## src/rtl/ddr_cmd_sched_if.sv

```systemverilog
// Client request and DDR command-bus bundle for ddr_cmd_sched.
// Latency: none, wires only.
// Backpressure: req_i is held by the client until ack_o pulses.
//
// Signals:
//   req_i/req_we_i/req_addr_i  client request, {bank,row,col}
//   ack_o                      one-cycle pulse with the READ/WRITE command
//   init_done_o                power-up sequence finished
//   ctl_*                      command side of the DDR IOB
//   wr_phase_o/rd_phase_o      datapath drive/capture strobes
// Modports: master = client/IOB side, slave = scheduler.
interface ddr_cmd_sched_if #(
    parameter int BA_W  = 2,
    parameter int ROW_W = 13,
    parameter int COL_W = 10
);
    logic                          req_i;
    logic                          req_we_i;
    logic [BA_W+ROW_W+COL_W-1:0]   req_addr_i;
    logic                          ack_o;
    logic                          init_done_o;
    logic                          ctl_ce_o;
    logic                          ctl_cke_o;
    logic                          ctl_cs_no;
    logic                          ctl_ras_no;
    logic                          ctl_cas_no;
    logic                          ctl_we_no;
    logic [BA_W-1:0]               ctl_ba_o;
    logic [ROW_W-1:0]              ctl_a_o;
    logic                          wr_phase_o;
    logic                          rd_phase_o;

    modport master (
        output req_i, req_we_i, req_addr_i,
        input  ack_o, init_done_o, ctl_ce_o, ctl_cke_o,
        input  ctl_cs_no, ctl_ras_no, ctl_cas_no, ctl_we_no,
        input  ctl_ba_o, ctl_a_o, wr_phase_o, rd_phase_o
    );

    modport slave (
        input  req_i, req_we_i, req_addr_i,
        output ack_o, init_done_o, ctl_ce_o, ctl_cke_o,
        output ctl_cs_no, ctl_ras_no, ctl_cas_no, ctl_we_no,
        output ctl_ba_o, ctl_a_o, wr_phase_o, rd_phase_o
    );
endinterface

```

## src/rtl/ddr_cmd_sched.sv

```systemverilog
// DDR command sequencer: power-up/mode-register init, periodic refresh, closed-page single-burst access.
// Latency: all outputs registered; ACT is issued 2 cycles after IDLE sees req_i, RD/WR follows T_RCD later.
// Backpressure: req_i must be held until ack_o; it is only sampled in IDLE and loses to a pending refresh.
//
// Ports:
//   clock_i   system clock
//   reset_ni  asynchronous active-low reset
//   bus       ddr_cmd_sched_if.slave: client request/ack, ctl_* command lines, data-phase strobes
module ddr_cmd_sched #(
    parameter int               BA_W     = 2,
    parameter int               ROW_W    = 13,
    parameter int               COL_W    = 10,
    parameter logic [ROW_W-1:0] MODE_REG = 'h022,
    parameter int               CL       = 2,
    parameter int               T_INIT   = 20000,
    parameter int               T_RP     = 2,
    parameter int               T_RFC    = 9,
    parameter int               T_MRD    = 2,
    parameter int               T_DLL    = 200,
    parameter int               T_RCD    = 2,
    parameter int               T_WRAP   = 5,
    parameter int               T_RDAP   = 4,
    parameter int               T_REFI   = 1560
) (
    input  logic               clock_i,
    input  logic               reset_ni,
    ddr_cmd_sched_if.slave     bus
);

    function automatic int max2(input int a, input int b);
        return (a > b) ? a : b;
    endfunction

    localparam int T_LAST = max2(T_MRD, T_DLL);
    localparam int T_MAX  = max2(max2(T_INIT, T_LAST),
                                 max2(T_RFC, max2(max2(T_WRAP, T_RDAP), max2(T_RP, T_RCD))));
    localparam int WAIT_W = $clog2(T_MAX + 1);
    localparam int REF_W  = $clog2(T_REFI + 1);

    // A command state and the wait-exit cycle each take one clock, so the
    // counter is loaded with gap-2 to place the next command exactly gap
    // cycles later.
    localparam logic [WAIT_W-1:0] W_INIT = WAIT_W'(T_INIT - 2);
    localparam logic [WAIT_W-1:0] W_RP   = WAIT_W'(T_RP - 2);
    localparam logic [WAIT_W-1:0] W_MRD  = WAIT_W'(T_MRD - 2);
    localparam logic [WAIT_W-1:0] W_RFC  = WAIT_W'(T_RFC - 2);
    localparam logic [WAIT_W-1:0] W_LAST = WAIT_W'(T_LAST - 2);
    localparam logic [WAIT_W-1:0] W_RCD  = WAIT_W'(T_RCD - 2);
    localparam logic [WAIT_W-1:0] W_WRAP = WAIT_W'(T_WRAP - 2);
    localparam logic [WAIT_W-1:0] W_RDAP = WAIT_W'(T_RDAP - 2);

    localparam logic [REF_W-1:0]  REF_RELOAD = REF_W'(T_REFI - 1);

    localparam logic [ROW_W-1:0]  A10     = ROW_W'(1) << 10;
    localparam logic [ROW_W-1:0]  DLL_RST = ROW_W'(1) << 8;

    // {cs, ras, cas, we}
    localparam logic [3:0] CMD_NOP = 4'b0111;
    localparam logic [3:0] CMD_ACT = 4'b0011;
    localparam logic [3:0] CMD_RD  = 4'b0101;
    localparam logic [3:0] CMD_WR  = 4'b0100;
    localparam logic [3:0] CMD_PRE = 4'b0010;
    localparam logic [3:0] CMD_REF = 4'b0001;
    localparam logic [3:0] CMD_LMR = 4'b0000;

    typedef enum logic [3:0] {
        S_PWRUP, S_CKE, S_PRE1, S_EMR, S_MRS_DLL, S_PRE2, S_REF1, S_REF2,
        S_MRS, S_IDLE, S_REF, S_ACT, S_RW, S_WAIT
    } state_t;

    state_t state_q, state_d;
    state_t after_q, after_d;

    logic [WAIT_W-1:0] wait_q;
    logic              wait_ld;
    logic [WAIT_W-1:0] wait_val;

    logic [BA_W-1:0]   req_bank;
    logic [ROW_W-1:0]  req_row;
    logic [COL_W-1:0]  req_col;
    logic [BA_W-1:0]   bank_q;
    logic [COL_W-1:0]  col_q;
    logic              we_q;
    logic              lat_en;

    logic [REF_W-1:0]  ref_cnt_q;
    logic              ref_run_q;
    logic              ref_tick;
    logic              pend_q;
    logic              pend_clr;

    logic [1:0]        wr_sh_q;
    logic [CL:0]       rd_sh_q;
    logic              wr_issue;
    logic              rd_issue;

    logic [3:0]        cmd_d, cmd_q;
    logic [BA_W-1:0]   ba_d, ba_q;
    logic [ROW_W-1:0]  a_d, a_q;
    logic              cke_d, cke_q;
    logic              ack_d, ack_q;
    logic              init_d, init_q;
    logic              ce_q;
    logic              wr_ph_q, rd_ph_q;

    assign req_bank = bus.req_addr_i[BA_W+ROW_W+COL_W-1 -: BA_W];
    assign req_row  = bus.req_addr_i[ROW_W+COL_W-1 -: ROW_W];
    assign req_col  = bus.req_addr_i[COL_W-1:0];

    // ---------------- FSM: state register ----------------
    always_ff @(posedge clock_i or negedge reset_ni) begin
        if (!reset_ni) begin
            state_q <= S_PWRUP;
        end else begin
            state_q <= state_d;
        end
    end

    // ---------------- FSM: next state ----------------
    always_comb begin
        state_d = state_q;
        case (state_q)
            S_PWRUP:   if (wait_q == '0) state_d = S_CKE;
            S_CKE:     state_d = S_PRE1;
            S_IDLE: begin
                if (pend_q)          state_d = S_REF;
                else if (bus.req_i)  state_d = S_ACT;
            end
            S_WAIT:    if (wait_q == '0) state_d = after_q;
            default:   state_d = S_WAIT;   // every other state issues one command
        endcase
    end

    // ---------------- FSM: outputs ----------------
    always_comb begin
        cmd_d    = CMD_NOP;
        ba_d     = '0;
        a_d      = '0;
        cke_d    = 1'b1;
        ack_d    = 1'b0;
        wait_ld  = 1'b0;
        wait_val = '0;
        after_d  = S_IDLE;
        lat_en   = 1'b0;
        wr_issue = 1'b0;
        rd_issue = 1'b0;
        pend_clr = 1'b0;
        case (state_q)
            S_PWRUP: cke_d = 1'b0;
            S_PRE1: begin
                cmd_d = CMD_PRE; a_d = A10;
                wait_ld = 1'b1; wait_val = W_RP; after_d = S_EMR;
            end
            S_EMR: begin
                // extended mode register: DLL enable
                cmd_d = CMD_LMR; ba_d = BA_W'(1);
                wait_ld = 1'b1; wait_val = W_MRD; after_d = S_MRS_DLL;
            end
            S_MRS_DLL: begin
                cmd_d = CMD_LMR; a_d = MODE_REG | DLL_RST;
                wait_ld = 1'b1; wait_val = W_MRD; after_d = S_PRE2;
            end
            S_PRE2: begin
                cmd_d = CMD_PRE; a_d = A10;
                wait_ld = 1'b1; wait_val = W_RP; after_d = S_REF1;
            end
            S_REF1: begin
                cmd_d = CMD_REF;
                wait_ld = 1'b1; wait_val = W_RFC; after_d = S_REF2;
            end
            S_REF2: begin
                cmd_d = CMD_REF;
                wait_ld = 1'b1; wait_val = W_RFC; after_d = S_MRS;
            end
            S_MRS: begin
                // final mode write also covers the DLL lock time
                cmd_d = CMD_LMR; a_d = MODE_REG;
                wait_ld = 1'b1; wait_val = W_LAST; after_d = S_IDLE;
            end
            S_REF: begin
                cmd_d = CMD_REF; pend_clr = 1'b1;
                wait_ld = 1'b1; wait_val = W_RFC; after_d = S_IDLE;
            end
            S_ACT: begin
                cmd_d = CMD_ACT; ba_d = req_bank; a_d = req_row; lat_en = 1'b1;
                wait_ld = 1'b1; wait_val = W_RCD; after_d = S_RW;
            end
            S_RW: begin
                // column with A10 set selects auto-precharge (closed page)
                cmd_d    = we_q ? CMD_WR : CMD_RD;
                ba_d     = bank_q;
                a_d      = ROW_W'(col_q) | A10;
                ack_d    = 1'b1;
                wr_issue = we_q;
                rd_issue = ~we_q;
                wait_ld  = 1'b1;
                wait_val = we_q ? W_WRAP : W_RDAP;
                after_d  = S_IDLE;
            end
            default: ;
        endcase
        init_d = init_q | (state_q == S_IDLE);
    end

    // ---------------- shared gap counter ----------------
    always_ff @(posedge clock_i or negedge reset_ni) begin
        if (!reset_ni) begin
            wait_q  <= W_INIT;
            after_q <= S_IDLE;
        end else if (wait_ld) begin
            wait_q  <= wait_val;
            after_q <= after_d;
        end else if (wait_q != '0) begin
            wait_q  <= wait_q - 1'b1;
        end
    end

    // ---------------- request latch ----------------
    always_ff @(posedge clock_i or negedge reset_ni) begin
        if (!reset_ni) begin
            bank_q <= '0;
            col_q  <= '0;
            we_q   <= 1'b0;
        end else if (lat_en) begin
            bank_q <= req_bank;
            col_q  <= req_col;
            we_q   <= bus.req_we_i;
        end
    end

    // ---------------- refresh interval ----------------
    // Free-running once IDLE is first reached, so refreshes keep their
    // cadence regardless of how long accesses take.
    assign ref_tick = (ref_run_q || state_q == S_IDLE) && (ref_cnt_q == '0);

    always_ff @(posedge clock_i or negedge reset_ni) begin
        if (!reset_ni) begin
            ref_cnt_q <= REF_RELOAD;
            ref_run_q <= 1'b0;
            pend_q    <= 1'b0;
        end else begin
            if (state_q == S_IDLE) ref_run_q <= 1'b1;
            if (ref_run_q || state_q == S_IDLE) begin
                ref_cnt_q <= (ref_cnt_q == '0) ? REF_RELOAD : ref_cnt_q - 1'b1;
            end
            if (ref_tick)      pend_q <= 1'b1;
            else if (pend_clr) pend_q <= 1'b0;
        end
    end

    // ---------------- data-phase strobes ----------------
    // Shift registers run independently of the FSM so the read window
    // can spill into IDLE or the next ACT.
    always_ff @(posedge clock_i or negedge reset_ni) begin
        if (!reset_ni) begin
            wr_sh_q <= '0;
            rd_sh_q <= '0;
            wr_ph_q <= 1'b0;
            rd_ph_q <= 1'b0;
        end else begin
            wr_sh_q <= {wr_sh_q[0], wr_issue};
            rd_sh_q <= {rd_sh_q[CL-1:0], rd_issue};
            wr_ph_q <= wr_sh_q[0] | wr_sh_q[1];
            rd_ph_q <= rd_sh_q[CL-1] | rd_sh_q[CL];
        end
    end

    // ---------------- output registers ----------------
    always_ff @(posedge clock_i or negedge reset_ni) begin
        if (!reset_ni) begin
            cmd_q  <= CMD_NOP;
            ba_q   <= '0;
            a_q    <= '0;
            ce_q   <= 1'b0;
            cke_q  <= 1'b0;
            ack_q  <= 1'b0;
            init_q <= 1'b0;
        end else begin
            cmd_q  <= cmd_d;
            ba_q   <= ba_d;
            a_q    <= a_d;
            ce_q   <= 1'b1;
            cke_q  <= cke_d;
            ack_q  <= ack_d;
            init_q <= init_d;
        end
    end

    assign bus.ctl_cs_no   = cmd_q[3];
    assign bus.ctl_ras_no  = cmd_q[2];
    assign bus.ctl_cas_no  = cmd_q[1];
    assign bus.ctl_we_no   = cmd_q[0];
    assign bus.ctl_ba_o    = ba_q;
    assign bus.ctl_a_o     = a_q;
    assign bus.ctl_ce_o    = ce_q;
    assign bus.ctl_cke_o   = cke_q;
    assign bus.ack_o       = ack_q;
    assign bus.init_done_o = init_q;
    assign bus.wr_phase_o  = wr_ph_q;
    assign bus.rd_phase_o  = rd_ph_q;

endmodule

```

## src/flat_wrapper.sv

```systemverilog
// flat-port wrapper written by rule: the top's interface ports become plain ports
module ddr_cmd_sched_flat 
#(
    parameter int               BA_W     = 2,
    parameter int               ROW_W    = 13,
    parameter int               COL_W    = 10,
    parameter logic [ROW_W-1:0] MODE_REG = 'h022,
    parameter int               CL       = 2,
    parameter int               T_INIT   = 20000,
    parameter int               T_RP     = 2,
    parameter int               T_RFC    = 9,
    parameter int               T_MRD    = 2,
    parameter int               T_DLL    = 200,
    parameter int               T_RCD    = 2,
    parameter int               T_WRAP   = 5,
    parameter int               T_RDAP   = 4,
    parameter int               T_REFI   = 1560
)
  (clock_i, reset_ni, bus_req_i, bus_req_we_i, bus_req_addr_i, bus_ack_o, bus_init_done_o, bus_ctl_ce_o, bus_ctl_cke_o, bus_ctl_cs_no, bus_ctl_ras_no, bus_ctl_cas_no, bus_ctl_we_no, bus_ctl_ba_o, bus_ctl_a_o, bus_wr_phase_o, bus_rd_phase_o);
  ddr_cmd_sched_if #(.BA_W(BA_W), .ROW_W(ROW_W), .COL_W(COL_W)) bus_i ();
  input  logic clock_i;
  input  logic reset_ni;
  input wire logic [$bits(bus_i.req_i)-1:0] bus_req_i;
  input wire logic [$bits(bus_i.req_we_i)-1:0] bus_req_we_i;
  input wire logic [$bits(bus_i.req_addr_i)-1:0] bus_req_addr_i;
  output wire logic [$bits(bus_i.ack_o)-1:0] bus_ack_o;
  output wire logic [$bits(bus_i.init_done_o)-1:0] bus_init_done_o;
  output wire logic [$bits(bus_i.ctl_ce_o)-1:0] bus_ctl_ce_o;
  output wire logic [$bits(bus_i.ctl_cke_o)-1:0] bus_ctl_cke_o;
  output wire logic [$bits(bus_i.ctl_cs_no)-1:0] bus_ctl_cs_no;
  output wire logic [$bits(bus_i.ctl_ras_no)-1:0] bus_ctl_ras_no;
  output wire logic [$bits(bus_i.ctl_cas_no)-1:0] bus_ctl_cas_no;
  output wire logic [$bits(bus_i.ctl_we_no)-1:0] bus_ctl_we_no;
  output wire logic [$bits(bus_i.ctl_ba_o)-1:0] bus_ctl_ba_o;
  output wire logic [$bits(bus_i.ctl_a_o)-1:0] bus_ctl_a_o;
  output wire logic [$bits(bus_i.wr_phase_o)-1:0] bus_wr_phase_o;
  output wire logic [$bits(bus_i.rd_phase_o)-1:0] bus_rd_phase_o;
  assign bus_i.req_i = bus_req_i;
  assign bus_i.req_we_i = bus_req_we_i;
  assign bus_i.req_addr_i = bus_req_addr_i;
  assign bus_ack_o = bus_i.ack_o;
  assign bus_init_done_o = bus_i.init_done_o;
  assign bus_ctl_ce_o = bus_i.ctl_ce_o;
  assign bus_ctl_cke_o = bus_i.ctl_cke_o;
  assign bus_ctl_cs_no = bus_i.ctl_cs_no;
  assign bus_ctl_ras_no = bus_i.ctl_ras_no;
  assign bus_ctl_cas_no = bus_i.ctl_cas_no;
  assign bus_ctl_we_no = bus_i.ctl_we_no;
  assign bus_ctl_ba_o = bus_i.ctl_ba_o;
  assign bus_ctl_a_o = bus_i.ctl_a_o;
  assign bus_wr_phase_o = bus_i.wr_phase_o;
  assign bus_rd_phase_o = bus_i.rd_phase_o;
  ddr_cmd_sched #(.BA_W(BA_W), .ROW_W(ROW_W), .COL_W(COL_W), .MODE_REG(MODE_REG), .CL(CL), .T_INIT(T_INIT), .T_RP(T_RP), .T_RFC(T_RFC), .T_MRD(T_MRD), .T_DLL(T_DLL), .T_RCD(T_RCD), .T_WRAP(T_WRAP), .T_RDAP(T_RDAP), .T_REFI(T_REFI)) u_core (.clock_i(clock_i), .reset_ni(reset_ni), .bus(bus_i));
endmodule
```

## config.mk

```make
export PLATFORM = sky130hd
export DESIGN_NAME = ddr_cmd_sched_flat
export DESIGN_NICKNAME = d
export VERILOG_FILES = /design/src/rtl/ddr_cmd_sched_if.sv /design/src/rtl/ddr_cmd_sched.sv /design/src/flat_wrapper.sv
export SDC_FILE = /design/constraint.sdc
export NUM_CORES = 1
export LEC_CHECK = 0
export CAP_MARGIN = 10
export CORE_MARGIN = 2
export CORE_UTILIZATION = 50
export CTS_CLUSTER_SIZE = 25
export DETAILED_ROUTE_END_ITERATION = 6
export DONT_BUFFER_PORTS = 1
export SETUP_SLACK_MARGIN = 0.2
export SLEW_MARGIN = 0
export SYNTH_ARGS = -nofsm -noshare
export SYNTH_HDL_FRONTEND = slang
export SYNTH_SLANG_ARGS = --single-unit
```

## constraint.sdc

```tcl
create_clock -name clock_i -period 6.95 [get_ports clock_i]
set_clock_uncertainty 0.2 [all_clocks]
set_input_delay 1.39 -clock clock_i [delete_from_list [all_inputs] [get_ports clock_i]]
set_output_delay 1.39 -clock clock_i [all_outputs]
set_load 0.03 [all_outputs]
```

; ---- After elaboration in Yosys (flattened, before gate mapping)
; Cells that the tools add are included.
[word_totals]
ff_bits = 79
inputBits = 29
output_inout_bits = 25
word_cells = 79
[classes]
n_addsub = 2
eq_ne = 16
mux = 24
bitwise_logic = 4
n_reduce_logical = 13
[op_table]
columns = operator, count
row1 = 13-bit one-hot mux with 5 select lines, 1
row2 = 15-bit one-hot mux with 3 select lines, 1
row3 = 15-bit two-way mux, 2
row4 = 4-bit one-hot mux with 7 select lines, 1
row5 = "4-bit == test, second input constant", 6
row6 = 4-bit one-hot mux with 5 select lines, 1
row7 = "4-bit by 3-bit == test with 1-bit output, second input constant", 4
row8 = 4-bit two-way mux, 4
row9 = 4-bit one-hot mux with 4 select lines, 1
row10 = 15-bit logical NOT, 1
row11 = 15-bit nonzero test, 1
row12 = "15-bit by 1-bit subtractor with 15-bit output, second input constant", 1
row13 = 11-bit logical NOT, 1
row14 = 1-bit two-way mux, 11
row15 = 11-bit two-way mux, 1
row16 = "11-bit by 1-bit subtractor with 11-bit output, second input constant", 1
row17 = 10-bit OR reduction, 1
row18 = "4-bit by 2-bit == test with 1-bit output, second input constant", 2
row19 = 2-bit one-hot mux with 3 select lines, 1
row20 = 3-bit OR reduction, 2
row21 = "4-bit by 1-bit == test with 1-bit output, second input constant", 1
row22 = 4-bit logical NOT, 1
row23 = "2-bit by 1-bit != test with 1-bit output, second input constant", 2
row24 = 2-bit nonzero test, 2
row25 = other kinds (7), 9

; ---- Logic depth before layout (Yosys ltp)
; Gate-level depths: netlist of run 1.
[logic_depth]
ltp_word = 4
ltp_mapped = 7
ltp_nobuf = 7

; ---- Worst setup path after synthesis of run 1
; No wires, ideal clock.
[synth_path]
path_type = reg2reg
startpoint = register u_core.wait_q[0]
endpoint = register u_core.wait_q[5]
setup_ns = 0.139
arrival_ns = 1.917
required_time_ns = 6.611
setup_slack_ns = 4.693
path_stages_with_launch = 8
path_buffers = 0
period_less_slack_ns = 2.257
path_cell_list = dfrtp_1 -> inv_1 -> ha_1 -> or4b_2 -> nor4_4 -> nor2b_1 -> a21oi_1 -> a311oi_1
[synth_between]
elab_chain_len = 3
word_cells_on_any_way = 5
cone_classes = 1 x add/sub / 2 x mux / 2 x reduce/logical
[synth_rtl]
columns = element, line_no
row1 = "start, declared", ddr_cmd_sched.sv:74  ; logic [WAIT_W-1:0] wait_q;
row2 = "start signal, assigned", ddr_cmd_sched.sv:211  ; wait_q <= wait_val;
row3 = "start signal, assigned", ddr_cmd_sched.sv:214  ; wait_q <= wait_q - 1'b1;
row4 = 15-bit by 1-bit subtractor with 15-bit output, ddr_cmd_sched.sv:214
row5 = 15-bit two-way mux, ddr_cmd_sched.sv:213  ; end else if (wait_q != '0) begin
row6 = 15-bit two-way mux, ddr_cmd_sched.sv:210  ; end else if (wait_ld) begin
; Several ways; a longest one is shown, not always the timed one. The select of a mux whose other input is x is not followed.
; A chain may end at the register's enable or synchronous reset.

; ---- Final worst setup path of run 1
[layout_path]
startpoint = register u_core.state_q[2]
endpoint = register u_core.wait_q[1]
[layout_between]
elab_chain_len = 4
word_cells_on_any_way = 16
cone_classes = 10 x eq/ne / 3 x mux / 3 x reduce/logical
[layout_rtl]
columns = element, line_no
row1 = "start, declared", ddr_cmd_sched.sv:71  ; state_t state_q, state_d;
row2 = "start signal, assigned", ddr_cmd_sched.sv:115  ; state_q <= state_d;
row3 = 4-bit by 3-bit == test with 1-bit output (tied with other cells), ddr_cmd_sched.sv:148  ; case (state_q)
row4 = 3-bit OR reduction (no line) or 10-bit OR reduction (tied branches), n/a
row5 = 15-bit one-hot mux with 3 select lines or 1-bit two-way mux (tied branches), ddr_cmd_sched.sv:148
row6 = 15-bit two-way mux or 2-bit nonzero test (tied branches), n/a
; Several ways; a longest one is shown, not always the timed one.

==> impl_results.md, run 1 <==
- Cell variety after synth: 58
- Post-CTS setup buffers: 0
- Min-Delay Path Depth: 0
- # diodes: 0
- Mapped Area: 3600 um^2
- Layout cells sized above 1: 17.8%
- Post-synth ARST share: 100%
- DRT iter0 DRCs: 172
- RSZ-0062 raised after global routing: false
- HP Start: u_core.rd_sh_q[0]$_DFF_PN0_
- CP max stage delay: 0.73 ns
- Status: finished clean
- Crit path cell chain: inv_1 > nor2_1 > a211o_1 > nor2_2 > mux2_1
- DR vias/cell: 5.60
- DPL Wire Length: 4.80 mm
- First-pass GRT wire length: 11.7 mm
- Syn Inst Count: 349
- Num CTS Buffers: 9
- Hold Vio Cnt, Final: 0
- # H-tree levels: 3
- Post-CTS sizing: 0
- Setup CP Type: reg2reg
- Worst-path clk slew: approximately 0.080 ns
- # nets final: 375
- Mapped Avg Cell Area: 10.3 um^2
- DR DRC count: 0
- Starting density of the core: 52.3%
- Die area: 7890 um^2
- Leading cell types in the layout, fill and taps excluded: dfrtp_1 (59), nor2_1 (42), nand2_1 (30)
- Worst slew margin: a little under half
- Hold-fix buffers, CTS: 0
- # fillers: 600
- Final antenna-violating net count: 0
- Top FF cell, synth: dfrtp_1
- Design Area, Final: 3830 um^2
- CTS max path bufs: 2
- Largest net degree at the start of global routing: slightly below 80
- Setup tns final: 0 ns
- Pwr/cell area: between 200 and 250 nW/um^2
- EDFF count, synth: 0
- Ranking of synthesized cells by area: dfrtp_1 (41%), dfstp_2 (14%), nor2_1 (4.4%)
- Syn_nets: 381
- Placed cells: 428
- Vias in the first global route: 2302
- Yosys warning count: 0
- Period utilisation layout: approximately 37%
- Critical path buffer and inverter count: 1
- Drt wl/cell: 15.6 um
- #FFs+latches synth: about 80
- Critical path launch point type: register
- Vias: around 2500
- Tmin final: 2.60 ns
- Post-layout util: 55.8%
- Initial antenna violation count: 0
- Pleak: between 1.5 and 2 nW
- TritonCTS clock tree: yes
- Root Driver: clkbuf_8
- Core area: 6870 um^2
- Min-Delay Path Class: reg2reg
- Fin. max-slew vios: 0
- DRT Wirelength: between 6 and 7 mm
- Worst R2R Setup Slack: 4.35 ns
- Clk_lat worst skew: 0.35 ns
- Slowest cell on crit path: dfrtp_1
- Worst-Margin Slew: 0.789 ns
- Area after DPL: 3640 um^2
- Synth area leader: dfrtp_1
- Synth top area share: roughly 41%
- Overall Global Routing Usage: between 10% and 20%
- Crit path required time: around 7.0 ns
- FF-to-FF Start: u_core.state_q[2]$_DFFE_PN0P_
- Num rows: 30
- Area growth from synthesis to layout: 6.54%
- R2r endpoint: u_core.wait_q[1]$_DFFE_PN1P_
- Worst EP arrival: 2.68 ns
- Post-Place Worst Slack: 4.37 ns
- Commonest non-fill, non-tap cell in the layout: dfrtp_1
- Final Worst Setup Slack: approximately 4.4 ns
- Worst reg2reg path depth: 5
- Max-cap viol count: 0
- CP endpoint kind: register
- Grt total ovfl: 0
- First-pass iteration count of the detailed router: 4
- Cell family with the largest share of critical-path delay: flip-flops
- # setup viols final: 0
- Clock sink count: 78
- Worst vdd ir: 0.000126 V
- Die X: approximately 89 um
- PortBufs: 0
- Final cell count without fillers: 444
- Crit path max fanout: 21
- IO Pins: 54
- Routability cong.: 0.906
- Sequential area share after synthesis: 54.9%
- WHS Endpoint: u_core.rd_sh_q[1]$_DFF_PN0_
- Die height: 88.8 um
- Max Fclk: between 300 and 400 MHz
[routing by layer]
layer	global-route usage [%]	vias up	share of wire (%)
li1	-	1211	-
met1	29.1	1190	47
met2	25.9	75	44
met3	6.72	9	7.5
met4	9.23	0	1.6
met5	0	-	0
[worst register-to-register path: stages, from the launching register on]
cell     delay, ns
dfrtp_1       0.73
inv_1         0.32
nor2_1        0.42
a211o_1       0.46
nor2_2        0.08
mux2_1        0.32
[sequential cells by signal (all words and copies together) (netlist names)]
signal / cells
u_core.we_q: 1
u_core.bus.rd_phase_o: 1
u_core.bus.wr_phase_o: 1
u_core.wr_sh_q: 2
u_core.ref_run_q: 1
u_core.rd_sh_q: 3
u_core.bus.init_done_o: 1
u_core.pend_q: 1
u_core.bus.ctl_a_o: 13
u_core.wait_q: 15
u_core.bus.ctl_ba_o: 2
u_core.bus.ctl_cke_o: 1
u_core.ref_cnt_q: 11
u_core.bus.ack_o: 1
u_core.bus.ctl_ce_o: 1
u_core.col_q: 10
u_core.state_q: 4
u_core.bank_q: 2
u_core.cmd_q: 3
u_core.after_q: 4
[cell families (layout without fill, tap and decap cells)]
family          count (synthesis)  in the layout  synth area share, %
buf+inv                        30             29                 3.48
flops                          78             78                 54.9
fa+ha+maj                       3              3                 1.04
compound gates                 77             77                 13.7
other cells                     2              2                0.209
xor+xnor                       14             14                 3.41
mux                            15             15                 4.66
simple gates                  130            130                 18.6
[worst max path at each step]
stage	depth (start not counted)	to	slack, ns	start
final	5	u_core.wait_q[1]$_DFFE_PN1P_	4.35	u_core.state_q[2]$_DFFE_PN0P_
after CTS	5	u_core.wait_q[1]$_DFFE_PN1P_	4.36	u_core.state_q[2]$_DFFE_PN0P_
after global placement	5	u_core.wait_q[1]$_DFFE_PN1P_	4.48	u_core.state_q[2]$_DFFE_PN0P_
after detailed placement	5	u_core.wait_q[1]$_DFFE_PN1P_	4.37	u_core.state_q[2]$_DFFE_PN0P_
after floorplan	7	u_core.wait_q[5]$_DFFE_PN0P_	4.69	u_core.wait_q[0]$_DFFE_PN0P_
after global routing	5	u_core.wait_q[1]$_DFFE_PN1P_	4.05	u_core.state_q[2]$_DFFE_PN0P_
[power breakdown]
group | switching [mW] | internal, mW | total [mW]
clock network | 0.176 | 0.144 | 0.320
registers | 0.000717 | 0.454 | 0.455
logic | 0.000843 | 0.000289 | 0.00113
total | 0.177 | 0.599 | 0.776
[Yosys cell counts (2+ instances only)]
master	count
buf_1	5
xnor2_1	11
dfstp_2	19
xor2_1	3
o211ai_1	3
conb_1	2
or2_2	3
dfrtp_1	59
clkbuf_1	10
a31oi_1	2
mux2_2	13
ha_1	3
a21o_1	3
a21boi_0	2
nand3_1	6
a21oi_1	21
nor4_1	8
or3_1	4
a211oi_1	2
nand4_1	2
nand2b_1	5
nor2b_1	3
inv_1	12
o221ai_1	2
or4_1	2
and2_1	2
a22o_1	9
nor3_1	9
nand2_1	30
or3_2	2
o31ai_1	3
o21ai_0	22
nor2_1	42
[area by class of cell]
| type | count | area, um^2 | share of cell area, % |
|---|---|---|---|
| timing repair buffer | 1 | 7.51 | 0.196 |
| clock inverter | 6 | 50.0 | 1.31 |
| tap | 96 | 120 | 3.14 |
| multi-input combinational | 241 | 1500 | 39.0 |
| sequential | 78 | 1980 | 51.6 |
| clock buffer | 10 | 138 | 3.59 |
| inverter | 12 | 45.0 | 1.18 |
[stage by stage]
step | total power [mW] | hold slack, ns
after detailed placement | 0.465 | 0.136
final | 0.776 | 0.158
after global placement | 0.465 | 0.133
after global routing | 0.807 | 0.179
after floorplan | 0.465 | 0.131
after CTS | 0.785 | 0.156
Power figures use the tool's default switching activity.
==> inputs of run 2 (changes only) <==
--- a/config.mk
+++ b/config.mk
@@ -11,6 +11,7 @@
 export CTS_CLUSTER_SIZE = 25
 export DETAILED_ROUTE_END_ITERATION = 6
 export DONT_BUFFER_PORTS = 1
+export PLACE_DENSITY = 0.68
 export SETUP_SLACK_MARGIN = 0.2
 export SLEW_MARGIN = 0
 export SYNTH_ARGS = -nofsm -noshare
==> constraint.sdc (replaced) <==
create_clock -name clock_i -period 2.2 [get_ports clock_i]
set_clock_uncertainty 0.2 [all_clocks]
set_input_delay 0.44 -clock clock_i [delete_from_list [all_inputs] [get_ports clock_i]]
set_output_delay 0.44 -clock clock_i [all_outputs]
set_load 0.03 [all_outputs]
==> impl_results.md, run 2 (synthesis gave the netlist of run 1 again) <==
- Status: complete, but fails checks
- Violated checks: DRC, hold timing
- Crit path required time: 2.25 ns (-4.78 ns)
- R2r endpoint: u_core.state_q[0]$_DFFE_PN0P_
- Hold-fix buffers, CTS: 1 (+1)
- DR vias/cell: 5.55 (-0.82%)
- # nets final: 401 (+6.9%)
- Pleak: 1.90 nW (+8.1%)
- DR DRC count: 2 (+2)
- Clk_lat worst skew: 0.36 ns (about the same)
- First-pass iteration count of the detailed router: 7 (+3)
- Max Fclk: 479 MHz (+24%)
- First-pass GRT wire length: 11.9 mm (+1.1%)
- Most flop-heavy register: u_core.wait_q
- FF-to-FF Start: u_core.wait_q[0]$_DFFE_PN0P_
- # setup viols final: 0 (unchanged)
- Worst R2R Setup Slack: 0.11 ns (-4.24 ns)
- Die area: 7890 um^2 (unchanged)
- TritonCTS clock tree: yes
- Routability cong.: 0.900 (-0.57%)
- Vias in the first global route: 2480 (+7.7%)
- Drt wl/cell: 15.9 um (+2.0%)
- PortBufs: 0 (unchanged)
- DRT iter0 DRCs: 216 (+26%)
- IO Pins: 54 (unchanged)
- # diodes: 0 (unchanged)
- Layout cells sized above 1: 27.3% (+9.5 points)
- Max-cap viol count: 0 (unchanged)
- Crit path max fanout: 4 (-81%)
- RSZ-0062 raised after global routing: true
- Clock sink count: 78 (unchanged)
- Worst vdd ir: 0.000438 V (+250%)
- Period utilisation layout: 94.9% (+58 points)
- Final antenna-violating net count: 0 (unchanged)
- Setup CP Type: reg2reg
- Area growth from synthesis to layout: 15.2%
- Core area: 6870 um^2 (unchanged)
- Num rows: 30 (unchanged)
- DRT Wirelength: 7.46 mm (+7.9%)
- Hold Vio Cnt, Final: 78 (+78)
- Max reg flops: 15 (unchanged)
- Grt total ovfl: 0 (unchanged)
- Leading cell types in the layout, fill and taps excluded: dfrtp_1 (59), nor2_1 (41), nand2_1 (30)
- CP endpoint kind: register
- Final cell count without fillers: 470 (+5.9%)
- Root Driver: clkbuf_8
- Num CTS Buffers: 9 (unchanged)
- Commonest non-fill, non-tap cell in the layout: dfrtp_1
- Fin Hold WS: -0.437 ns (-0.595 ns)
- Die X: 88.8 um (unchanged)
- Initial antenna violation count: 0 (unchanged)
- Worst reg2reg path depth: 7 (+2)
- Met3 Track Usage GR: 7.84% (+1.1 points)
- Min-Delay Path Class: in2async
- Die height: 88.8 um (unchanged)
- DPL Wire Length: 4.95 mm (+3.2%)
- CTS max path bufs: 2 (unchanged)
- Placed cells: 444 (+3.7%)
- Largest net degree at the start of global routing: 79 (unchanged)
- GRT met2 Usage: 27.6% (+1.7 points)
- Vias: 2609 (+5.0%)
- Overall Global Routing Usage: 20.1% (+0.39 points)
- Tmin final: 2.09 ns (-0.509 ns)
- Total power: 2.48 mW (+220%)
- Global routing's busiest layer: met1
- # H-tree levels: 3 (unchanged)
- Worst EP arrival: 2.14 ns (-0.54 ns)
- Critical path launch point type: register
- Starting density of the core: 52.3% (unchanged)
- Worst-path clk slew: 0.09 ns (about the same)
- Setup tns final: 0 ns (unchanged)
- GRT met1 Usage: 28.9% (-0.23 points)
- Pwr/cell area: 600 nW/um^2 (+200%)
- Fin. max-slew vios: 0 (unchanged)
## run 2: cell types whose count changed in the layout (fill, tap and decap cells not counted), moves of 2 or more
cell,previous run,this run
buf_4,1,24
or3_4,0,4
o21ai_0,22,19
o21ai_1,0,3
or3_1,4,1
inv_1,12,10
inv_2,0,2
nand2b_1,5,3
nor3_1,9,7
nor3_2,1,3
nor4_1,8,6
## run 2: final cells by class
cell class,instances,area (um^2)
fill,588,2730
timing repair buffer,27,221
tap,96,120
multi-input combinational,241,1590
clock buffer,10,138
clock inverter,6,51.3
sequential,78,1980
inverter,12,45.0
## run 2: per-stage QoR
step | util, % | cell area, um^2 | setup slack (ns)
final | 60.3 | 4140 | 0.113
after global routing | 60.3 | 4140 | 0.00558
after CTS | 59.9 | 4120 | 0.148
after detailed placement | 55.7 | 3820 | 0.0180
after global placement | 55.7 | 3820 | 0.0676
after floorplan | - | 3640 | 0.116
## run 2: timing repair
action	in CTS	in global routing
gates resized for setup	8	7
buffers inserted	9	0
endpoints found under the hold margin	79	78
pin swaps	7	4
endpoints found under the setup margin	16	17
## run 2: power breakdown
group	switching, mW	internal (mW)
clock	0.583	0.459
combinational	0.00293	0.00209
sequential	0.00226	1.44
## run 2: how the worst max path moves through the flow
stage,endpoint,slack (ns),cells after the start,start
final,u_core.state_q[0]$_DFFE_PN0P_,0.11,7,u_core.wait_q[0]$_DFFE_PN0P_
after global routing,u_core.state_q[0]$_DFFE_PN0P_,0.006,7,u_core.wait_q[0]$_DFFE_PN0P_
after CTS,u_core.state_q[0]$_DFFE_PN0P_,0.15,7,u_core.wait_q[0]$_DFFE_PN0P_
after detailed placement,u_core.wait_q[5]$_DFFE_PN0P_,0.02,7,u_core.wait_q[0]$_DFFE_PN0P_
after global placement,u_core.wait_q[5]$_DFFE_PN0P_,0.07,7,u_core.wait_q[0]$_DFFE_PN0P_
after floorplan,u_core.wait_q[5]$_DFFE_PN0P_,0.12,7,u_core.wait_q[0]$_DFFE_PN0P_
## run 2: routing by layer
| metal | vias up | share of wire (%) |
|---|---|---|
| met5 | - | 0 |
| met4 | 0 | 1.2 |
| met3 | 7 | 9.4 |
| met2 | 95 | 44 |
| met1 | 1247 | 45 |
| li1 | 1260 | - |
## run 2: critical path, cell delays in order, from the launching register on
cell and delay, ns:
dfrtp_1 0.39, inv_2 0.08, ha_4 0.13, or4b_4 0.48, nor4_4 0.25, buf_4 0.17, o221ai_1 0.11, a21o_1 0.17
